## config.mk

```make
export PLATFORM = sky130hd
export DESIGN_NAME = axi_dma_ctrl_slave
export DESIGN_NICKNAME = d
export VERILOG_FILES = /design/src/rtl/axi_dma_ctrl_pkg.sv /design/src/rtl/axi_dma_ctrl_wr_accept.sv /design/src/rtl/axi_dma_ctrl_slave.sv
export SDC_FILE = /design/constraint.sdc
export NUM_CORES = 1
export LEC_CHECK = 0
export BUFFER_PORTS_ARGS = -buffer_cell sky130_fd_sc_hd__buf_2
export CAP_MARGIN = 20
export CORE_ASPECT_RATIO = 1.75
export CORE_MARGIN = 2
export CORE_UTILIZATION = 53
export CTS_CLUSTER_SIZE = 25
export DETAILED_ROUTE_END_ITERATION = 10
export PLACE_DENSITY = 0.85
export SLEW_MARGIN = 20
export SYNTH_ARGS = -nofsm -noshare
export SYNTH_HDL_FRONTEND = slang
export SYNTH_SLANG_ARGS = --single-unit
```

## constraint.sdc

```tcl
create_clock -name m_axi_aclk -period 1.97 [get_ports m_axi_aclk]
set_input_delay 0.0985 -clock m_axi_aclk [delete_from_list [all_inputs] [get_ports m_axi_aclk]]
set_output_delay 0.0985 -clock m_axi_aclk [all_outputs]
set_load 0.03 [all_outputs]
```

## src/rtl/axi_dma_ctrl_pkg.sv

```systemverilog
// Shared constants, register map and write payload type for the DMA control slave.
package axi_dma_ctrl_pkg;

  localparam int unsigned DATA_W = 32;
  localparam int unsigned STRB_W = DATA_W / 8;
  localparam int unsigned SLOT_W = 3;
  localparam int unsigned LEN_W  = 24;
  localparam int unsigned RESP_W = 2;

  // Word slot indices (byte address [4:2])
  localparam logic [SLOT_W-1:0] SLOT_CTRL    = 3'd0;
  localparam logic [SLOT_W-1:0] SLOT_STATUS  = 3'd1;
  localparam logic [SLOT_W-1:0] SLOT_SRC     = 3'd2;
  localparam logic [SLOT_W-1:0] SLOT_DST     = 3'd3;
  localparam logic [SLOT_W-1:0] SLOT_LEN     = 3'd4;
  localparam logic [SLOT_W-1:0] SLOT_VERSION = 3'd5;
  localparam logic [SLOT_W-1:0] SLOT_SCRATCH = 3'd6;

  localparam int unsigned CTRL_START_BIT       = 0;
  localparam int unsigned CTRL_IRQ_EN_BIT      = 1;
  localparam int unsigned STATUS_BUSY_BIT      = 0;
  localparam int unsigned STATUS_DONE_BIT      = 1;
  localparam int unsigned STATUS_START_ERR_BIT = 2;

  localparam logic [RESP_W-1:0] RESP_OKAY   = 2'b00;
  localparam logic [RESP_W-1:0] RESP_SLVERR = 2'b10;

  localparam logic [DATA_W-1:0] C_VERSION_DEFAULT = 32'h0001_0000;

  typedef struct packed {
    logic [SLOT_W-1:0] slot;
    logic [DATA_W-1:0] data;
    logic [STRB_W-1:0] strb;
  } wr_req_t;

  // Byte-lane merge of a write into an existing register value
  function automatic logic [DATA_W-1:0] apply_strb(input logic [DATA_W-1:0] old_val,
                                                   input logic [DATA_W-1:0] new_val,
                                                   input logic [STRB_W-1:0] strb);
    logic [DATA_W-1:0] res;
    res = old_val;
    for (int i = 0; i < int'(STRB_W); i++) begin
      if (strb[i]) res[8*i +: 8] = new_val[8*i +: 8];
    end
    return res;
  endfunction

endpackage

```

## src/rtl/axi_dma_ctrl_wr_accept.sv

```systemverilog
// AW/W hold-and-join: latches each channel independently and raises a commit strobe
// once both are held and no write response is outstanding.
module axi_dma_ctrl_wr_accept
  import axi_dma_ctrl_pkg::*;
#(
  parameter int unsigned C_ADDR_W = 5
) (
  input  logic                i_clk,
  input  logic                i_rst_n,
  input  logic [C_ADDR_W-1:0] i_awaddr,
  input  logic                i_awvalid,
  output logic                o_awready,
  input  logic [DATA_W-1:0]   i_wdata,
  input  logic [STRB_W-1:0]   i_wstrb,
  input  logic                i_wvalid,
  output logic                o_wready,
  input  logic                i_bvalid,
  output logic                o_commit_c,
  output wr_req_t             o_req
);

  logic    r_aw_held;
  logic    r_w_held;
  logic    r_awready;
  logic    r_wready;
  wr_req_t r_req;

  logic w_aw_hs;
  logic w_w_hs;
  logic w_aw_held_nx;
  logic w_w_held_nx;
  logic w_unused;

  assign w_unused   = ^i_awaddr[1:0];
  assign w_aw_hs    = i_awvalid & r_awready;
  assign w_w_hs     = i_wvalid & r_wready;
  assign o_commit_c = r_aw_held & r_w_held & ~i_bvalid;

  // Held flags clear on commit; a handshake can only occur while not held
  always_comb begin
    w_aw_held_nx = r_aw_held;
    w_w_held_nx  = r_w_held;
    if (o_commit_c) begin
      w_aw_held_nx = 1'b0;
      w_w_held_nx  = 1'b0;
    end else begin
      if (w_aw_hs) w_aw_held_nx = 1'b1;
      if (w_w_hs)  w_w_held_nx  = 1'b1;
    end
  end

  always_ff @(posedge i_clk or negedge i_rst_n) begin
    if (!i_rst_n) begin
      r_aw_held <= 1'b0;
      r_w_held  <= 1'b0;
      r_awready <= 1'b0;
      r_wready  <= 1'b0;
      r_req     <= '0;
    end else begin
      r_aw_held <= w_aw_held_nx;
      r_w_held  <= w_w_held_nx;
      r_awready <= ~w_aw_held_nx;
      r_wready  <= ~w_w_held_nx;
      if (w_aw_hs) r_req.slot <= i_awaddr[SLOT_W+1:2];
      if (w_w_hs) begin
        r_req.data <= i_wdata;
        r_req.strb <= i_wstrb;
      end
    end
  end

  assign o_awready = r_awready;
  assign o_wready  = r_wready;
  assign o_req     = r_req;

endmodule

```

## src/rtl/axi_dma_ctrl_slave.sv

```systemverilog
// AXI4-Lite register bank for the DMA control path: SRC/DST/LEN/CTRL/STATUS/VERSION,
// start pulse and done interrupt. Optional SCRATCH register at 0x18 via AXI_DMA_CTRL_SCRATCH_EN.
module axi_dma_ctrl_slave
  import axi_dma_ctrl_pkg::*;
#(
  parameter int unsigned C_S_AXI_DATA_WIDTH = 32,
  parameter int unsigned C_S_AXI_ADDR_WIDTH = 5,
  parameter logic [31:0] C_VERSION          = C_VERSION_DEFAULT
) (
  input  logic                            m_axi_aclk,
  input  logic                            m_axi_aresetn,
  input  logic [C_S_AXI_ADDR_WIDTH-1:0]   s_axi_awaddr,
  input  logic                            s_axi_awvalid,
  output logic                            s_axi_awready,
  input  logic [C_S_AXI_DATA_WIDTH-1:0]   s_axi_wdata,
  input  logic [C_S_AXI_DATA_WIDTH/8-1:0] s_axi_wstrb,
  input  logic                            s_axi_wvalid,
  output logic                            s_axi_wready,
  output logic [1:0]                      s_axi_bresp,
  output logic                            s_axi_bvalid,
  input  logic                            s_axi_bready,
  input  logic [C_S_AXI_ADDR_WIDTH-1:0]   s_axi_araddr,
  input  logic                            s_axi_arvalid,
  output logic                            s_axi_arready,
  output logic [C_S_AXI_DATA_WIDTH-1:0]   s_axi_rdata,
  output logic [1:0]                      s_axi_rresp,
  output logic                            s_axi_rvalid,
  input  logic                            s_axi_rready,
  output logic [31:0]                     dma_src,
  output logic [31:0]                     dma_dst,
  output logic [23:0]                     dma_len,
  output logic                            dma_start,
  input  logic                            dma_busy,
  input  logic                            dma_done,
  output logic                            irq
);

  logic [DATA_W-1:0] r_src;
  logic [DATA_W-1:0] r_dst;
  logic [LEN_W-1:0]  r_len;
  logic              r_irq_en;
  logic              r_done;
  logic              r_start_err;
  logic              r_dma_start;
  logic              r_irq;
  logic              r_bvalid;
  logic [RESP_W-1:0] r_bresp;
  logic              r_rvalid;
  logic              r_arready;
  logic [DATA_W-1:0] r_rdata;
  logic [RESP_W-1:0] r_rresp;
`ifdef AXI_DMA_CTRL_SCRATCH_EN
  logic [DATA_W-1:0] r_scratch;
  logic [DATA_W-1:0] w_scratch_nx;
`endif

  logic              w_commit;
  wr_req_t           w_req;
  logic [DATA_W-1:0] w_src_nx;
  logic [DATA_W-1:0] w_dst_nx;
  logic [LEN_W-1:0]  w_len_nx;
  logic              w_irq_en_nx;
  logic              w_done_nx;
  logic              w_start_err_nx;
  logic              w_start_c;
  logic              w_err_set;
  logic              w_done_clr;
  logic              w_err_clr;
  logic [RESP_W-1:0] w_bresp_nx;
  logic              w_bvalid_nx;
  logic              w_ar_hs;
  logic              w_rvalid_nx;
  logic [SLOT_W-1:0] w_rd_slot;
  logic [DATA_W-1:0] w_rdata_c;
  logic [RESP_W-1:0] w_rresp_c;
  logic              w_unused;

  assign w_unused = ^s_axi_araddr[1:0];

  axi_dma_ctrl_wr_accept #(
    .C_ADDR_W (C_S_AXI_ADDR_WIDTH)
  ) u_wr_accept (
    .i_clk      (m_axi_aclk),
    .i_rst_n    (m_axi_aresetn),
    .i_awaddr   (s_axi_awaddr),
    .i_awvalid  (s_axi_awvalid),
    .o_awready  (s_axi_awready),
    .i_wdata    (s_axi_wdata),
    .i_wstrb    (s_axi_wstrb),
    .i_wvalid   (s_axi_wvalid),
    .o_wready   (s_axi_wready),
    .i_bvalid   (r_bvalid),
    .o_commit_c (w_commit),
    .o_req      (w_req)
  );

  // Write decode: register updates, start/error requests and response code
  always_comb begin
    w_src_nx    = r_src;
    w_dst_nx    = r_dst;
    w_len_nx    = r_len;
    w_irq_en_nx = r_irq_en;
    w_start_c   = 1'b0;
    w_err_set   = 1'b0;
    w_done_clr  = 1'b0;
    w_err_clr   = 1'b0;
    w_bresp_nx  = RESP_OKAY;
`ifdef AXI_DMA_CTRL_SCRATCH_EN
    w_scratch_nx = r_scratch;
`endif
    if (w_commit) begin
      case (w_req.slot)
        SLOT_CTRL: begin
          if (w_req.strb[0]) begin
            w_irq_en_nx = w_req.data[CTRL_IRQ_EN_BIT];
            if (w_req.data[CTRL_START_BIT]) begin
              if (dma_busy) w_err_set = 1'b1;
              else          w_start_c = 1'b1;
            end
          end
        end
        SLOT_STATUS: begin
          if (w_req.strb[0]) begin
            w_done_clr = w_req.data[STATUS_DONE_BIT];
            w_err_clr  = w_req.data[STATUS_START_ERR_BIT];
          end
        end
        SLOT_SRC: w_src_nx = apply_strb(r_src, w_req.data, w_req.strb);
        SLOT_DST: w_dst_nx = apply_strb(r_dst, w_req.data, w_req.strb);
        SLOT_LEN: begin
          for (int i = 0; i < int'(LEN_W / 8); i++) begin
            if (w_req.strb[i]) w_len_nx[8*i +: 8] = w_req.data[8*i +: 8];
          end
        end
        SLOT_VERSION: w_bresp_nx = RESP_OKAY;
`ifdef AXI_DMA_CTRL_SCRATCH_EN
        SLOT_SCRATCH: w_scratch_nx = apply_strb(r_scratch, w_req.data, w_req.strb);
`endif
        default: w_bresp_nx = RESP_SLVERR;
      endcase
    end
  end

  // Sticky status: a same-cycle set beats a W1C
  assign w_done_nx      = dma_done  | (r_done      & ~w_done_clr);
  assign w_start_err_nx = w_err_set | (r_start_err & ~w_err_clr);

  assign w_bvalid_nx = w_commit ? 1'b1 : (r_bvalid & ~s_axi_bready) ? 1'b1 : 1'b0;

  assign w_ar_hs     = s_axi_arvalid & r_arready;
  assign w_rvalid_nx = w_ar_hs ? 1'b1 : (r_rvalid & ~s_axi_rready);
  assign w_rd_slot   = s_axi_araddr[SLOT_W+1:2];

  // Read mux, sampled into rdata/rresp on the AR handshake
  always_comb begin
    w_rdata_c = '0;
    w_rresp_c = RESP_OKAY;
    case (w_rd_slot)
      SLOT_CTRL:    w_rdata_c = DATA_W'({r_irq_en, 1'b0});
      SLOT_STATUS:  w_rdata_c = DATA_W'({r_start_err, r_done, dma_busy});
      SLOT_SRC:     w_rdata_c = r_src;
      SLOT_DST:     w_rdata_c = r_dst;
      SLOT_LEN:     w_rdata_c = DATA_W'(r_len);
      SLOT_VERSION: w_rdata_c = C_VERSION;
`ifdef AXI_DMA_CTRL_SCRATCH_EN
      SLOT_SCRATCH: w_rdata_c = r_scratch;
`endif
      default:      w_rresp_c = RESP_SLVERR;
    endcase
  end

  always_ff @(posedge m_axi_aclk or negedge m_axi_aresetn) begin
    if (!m_axi_aresetn) begin
      r_src       <= '0;
      r_dst       <= '0;
      r_len       <= '0;
      r_irq_en    <= 1'b0;
      r_done      <= 1'b0;
      r_start_err <= 1'b0;
      r_dma_start <= 1'b0;
      r_irq       <= 1'b0;
      r_bvalid    <= 1'b0;
      r_bresp     <= RESP_OKAY;
      r_rvalid    <= 1'b0;
      r_arready   <= 1'b0;
      r_rdata     <= '0;
      r_rresp     <= RESP_OKAY;
`ifdef AXI_DMA_CTRL_SCRATCH_EN
      r_scratch   <= '0;
`endif
    end else begin
      r_src       <= w_src_nx;
      r_dst       <= w_dst_nx;
      r_len       <= w_len_nx;
      r_irq_en    <= w_irq_en_nx;
      r_done      <= w_done_nx;
      r_start_err <= w_start_err_nx;
      r_dma_start <= w_start_c;
      r_irq       <= w_done_nx & w_irq_en_nx;
      r_bvalid    <= w_bvalid_nx;
      r_rvalid    <= w_rvalid_nx;
      r_arready   <= ~w_rvalid_nx;
      if (w_commit) r_bresp <= w_bresp_nx;
      if (w_ar_hs) begin
        r_rdata <= w_rdata_c;
        r_rresp <= w_rresp_c;
      end
`ifdef AXI_DMA_CTRL_SCRATCH_EN
      r_scratch   <= w_scratch_nx;
`endif
    end
  end

  assign s_axi_bvalid  = r_bvalid;
  assign s_axi_bresp   = r_bresp;
  assign s_axi_arready = r_arready;
  assign s_axi_rvalid  = r_rvalid;
  assign s_axi_rdata   = r_rdata;
  assign s_axi_rresp   = r_rresp;
  assign dma_src       = r_src;
  assign dma_dst       = r_dst;
  assign dma_len       = r_len;
  assign dma_start     = r_dma_start;
  assign irq           = r_irq;

endmodule
```

==> qor.csv <==
metric,value,unit
yosysSeqAreaShare,60.7,%
clockBufferDepth,2,
arrival,2.10,ns
synth_edf_count,0,
n_fill_cell,891,
drc,0,
port_buffers,179,
cts_tree,yes,
clk_pin_slew,0.06,ns
crit_path_max_fanout,8,
rsz0062_at_grt,no,
regArea,0.00433,mm²
power.leakage,4.73,nW
synth_area_per_cell,13.3,µm²
grtUsageTotal,26.4,%
ios,186,
drv_cap,0,
area_growth,31.9,%
grt_pass1_vias,5754,
dp_hpwl,12.9,mm
layoutNonFillerInstCount,966,
grt_overflow,0,
synth-main-ff-cell,dfrtp_1,
syn-cell-area,0.00713,mm²
die_area,0.0144,mm²
hp-class,in -> reg,
coreArea,0.0132,mm²
drv_slew,0,
max_freq,0.555,GHz
setup_violations,0,
utilization,71.0,%
fin_crit_sh,91.5,%
drt_pre_antenna_iters,4,
antenna_found_initial,0,
power.density,1640,mW/mm²
status,"complete, no violations",
post_cts_buffers,0,
vias_per_cell,5.51,
ys_types,40,
r2r_slack,0.17,ns
crit_path_start_kind,flop,
tns,0,ns
start_util,53.8,%
stdcell_area,0.00940,mm²
wl,18.5,mm
path_class,reg -> reg,
vias,5318,
ant_nets,0,
htree_levels,4,
p_total,15.4,mW
die_y,157,µm
final_nets,834,
whs_path_depth,2,
antenna_cells,0,
yosys_warnings,0,
worstHoldStart,s_axi_araddr[4],
dpl_cell_area,0.00839,mm²
synth_seq_cells,173,
gp_congestion,0.823,
ys_async_sr_fraction,100,%
place_inst,890,
drive_gt1_share,48.0,%
syn_inst,536,
multi_input_area,0.00265,mm²
cts_buffers,17,
slew_headroom,60.7,%
wire_per_inst,19.2,µm
grt_pass1_wl,29.4,mm
post-place-ws,0.182,ns
worstPathRequired,2.27,ns
worst_ir_drop_vdd,1.02,mV
setup_ws,0.168,ns
ctsResizeCount,0,
min_to,s_axi_rdata[0],
finalHoldViolations,0,
rr_worst_depth,5,
cts_root_buf,clkbuf_16,
grt_start_max_net_pins,49,
fin_crit,1.80,ns
placementRows,56,
die-width,91.7,µm
clock_sinks,173,
timing.rr.end,dma_dst[12],
setup.worst_path.end_class,flop,
tightest_slew,0.590,ns
skew,0.0111,ns
r2r_start,s_axi_bvalid,
timing.hold.ws,0.0717,ns
clk_latency,0.41,ns
first_iter_violations,268,
[worst max-delay path, stage by stage (launching register included)]
cell and delay [ns]:
dfrtp_1 0.40, and3b_1 0.41, nand2_1 0.18, nor2_2 0.13
buf_4 0.21, mux2_2 0.36
[Yosys cell counts, types with 2 or more instances]
| cell | count | share of area (%) |
|---|---|---|
| a31oi_1 | 2 | 0.18 |
| nor3b_1 | 2 | 0.21 |
| buf_2 | 9 | 0.63 |
| buf_4 | 2 | 0.21 |
| nand2_1 | 40 | 2.1 |
| o21ai_0 | 34 | 2.4 |
| o21a_1 | 2 | 0.21 |
| mux2_4 | 8 | 1.7 |
| nand3_1 | 3 | 0.21 |
| mux2i_1 | 30 | 4.2 |
| buf_6 | 2 | 0.32 |
| nor2b_1 | 2 | 0.18 |
| nor3_1 | 2 | 0.14 |
| nor2_1 | 22 | 1.2 |
| and2_1 | 3 | 0.26 |
| mux2_2 | 122 | 19 |
| nand2b_1 | 2 | 0.18 |
| nor2_2 | 9 | 0.79 |
| a21oi_1 | 28 | 2.0 |
| dfrtp_1 | 173 | 61 |
| inv_1 | 7 | 0.37 |
| clkbuf_1 | 14 | 0.74 |
[cell families (layout without fill, tap and decap cells)]
family          after synthesis  count (layout)  share of synthesized area, %
other cells                   1               2                        0.0526
buf+inv                      35             290                          2.32
mux                         160             160                          25.2
compound gates               71              71                          5.32
flops                       173             173                          60.7
simple gates                 96              96                          6.42
[where the power goes]
part | switching (mW) | internal [mW] | total (mW) | leakage, nW
Combinational | 3.68 | 2.34 | 6.01 | 2.23
Sequential | 1.21 | 5.02 | 6.24 | 2.22
Clock | 1.36 | 1.82 | 3.18 | 0.281
Total | 6.25 | 9.18 | 15.4 | 4.73
[layout make-up]
class | count | share of cell area [%]
clock inverter | 12 | 1.21
timing repair buffer | 251 | 17.2
clock buffer | 20 | 4.86
multi-input combinational | 329 | 28.1
inverter | 7 | 0.279
sequential | 173 | 46.0
tap | 174 | 2.32
[metal layers]
metal	GRT usage (%)	share of wire (%)	wire length, µm	vias up
li1	-	-	-	2366
met1	28.8	37	6850	2685
met2	47.5	54	10000	218
met3	5.46	4.9	899	49
met4	14.8	3.9	727	0
met5	0	0	0	-
[how the worst max path moves through the flow]
stage | end | from | cells past startpoint | slack [ns]
after floorplan | dma_dst[16] | s_axi_bvalid | 5 | 0.13
after global placement | dma_dst[15] | s_axi_bvalid | 5 | 0.21
after detailed placement | dma_dst[12] | s_axi_bvalid | 5 | 0.18
after CTS | dma_dst[12] | s_axi_bvalid | 5 | 0.17
after global routing | dma_dst[13] | s_axi_bvalid | 5 | 0.12
final | dma_dst[12] | s_axi_bvalid | 5 | 0.17
[cells in the final DEF, fill, tap and decap left out, drive strengths merged, types with 2 or more instances in the layout]
cell,Yosys,final
inv,7,9
nor2,31,31
clkbuf,14,20
or2,2,2
nor2b,2,2
and2,3,3
nand2b,2,2
a21oi,28,28
buf,14,207
mux2,130,130
nor3,2,2
nor3b,2,2
nand3,3,3
a31oi,2,2
mux2i,30,30
o21ai,34,34
dfrtp,173,173
clkinv,0,8
nand2,40,40
dlygate4sd3,0,44
conb,1,2
o21a,2,2
[sequential cells by signal (all words and copies together), names as in the netlist, 24 cells and up]
register / cells
dma_src: 32
u_wr_accept.o_req: 39
s_axi_rdata: 32
dma_len: 24
dma_dst: 32
[what timing repair did]
action,CTS,global route
endpoints found under the setup margin,0,0
hold buffers,44,0
endpoints found under the hold margin,88,0
Power figures use the tool's default switching activity.
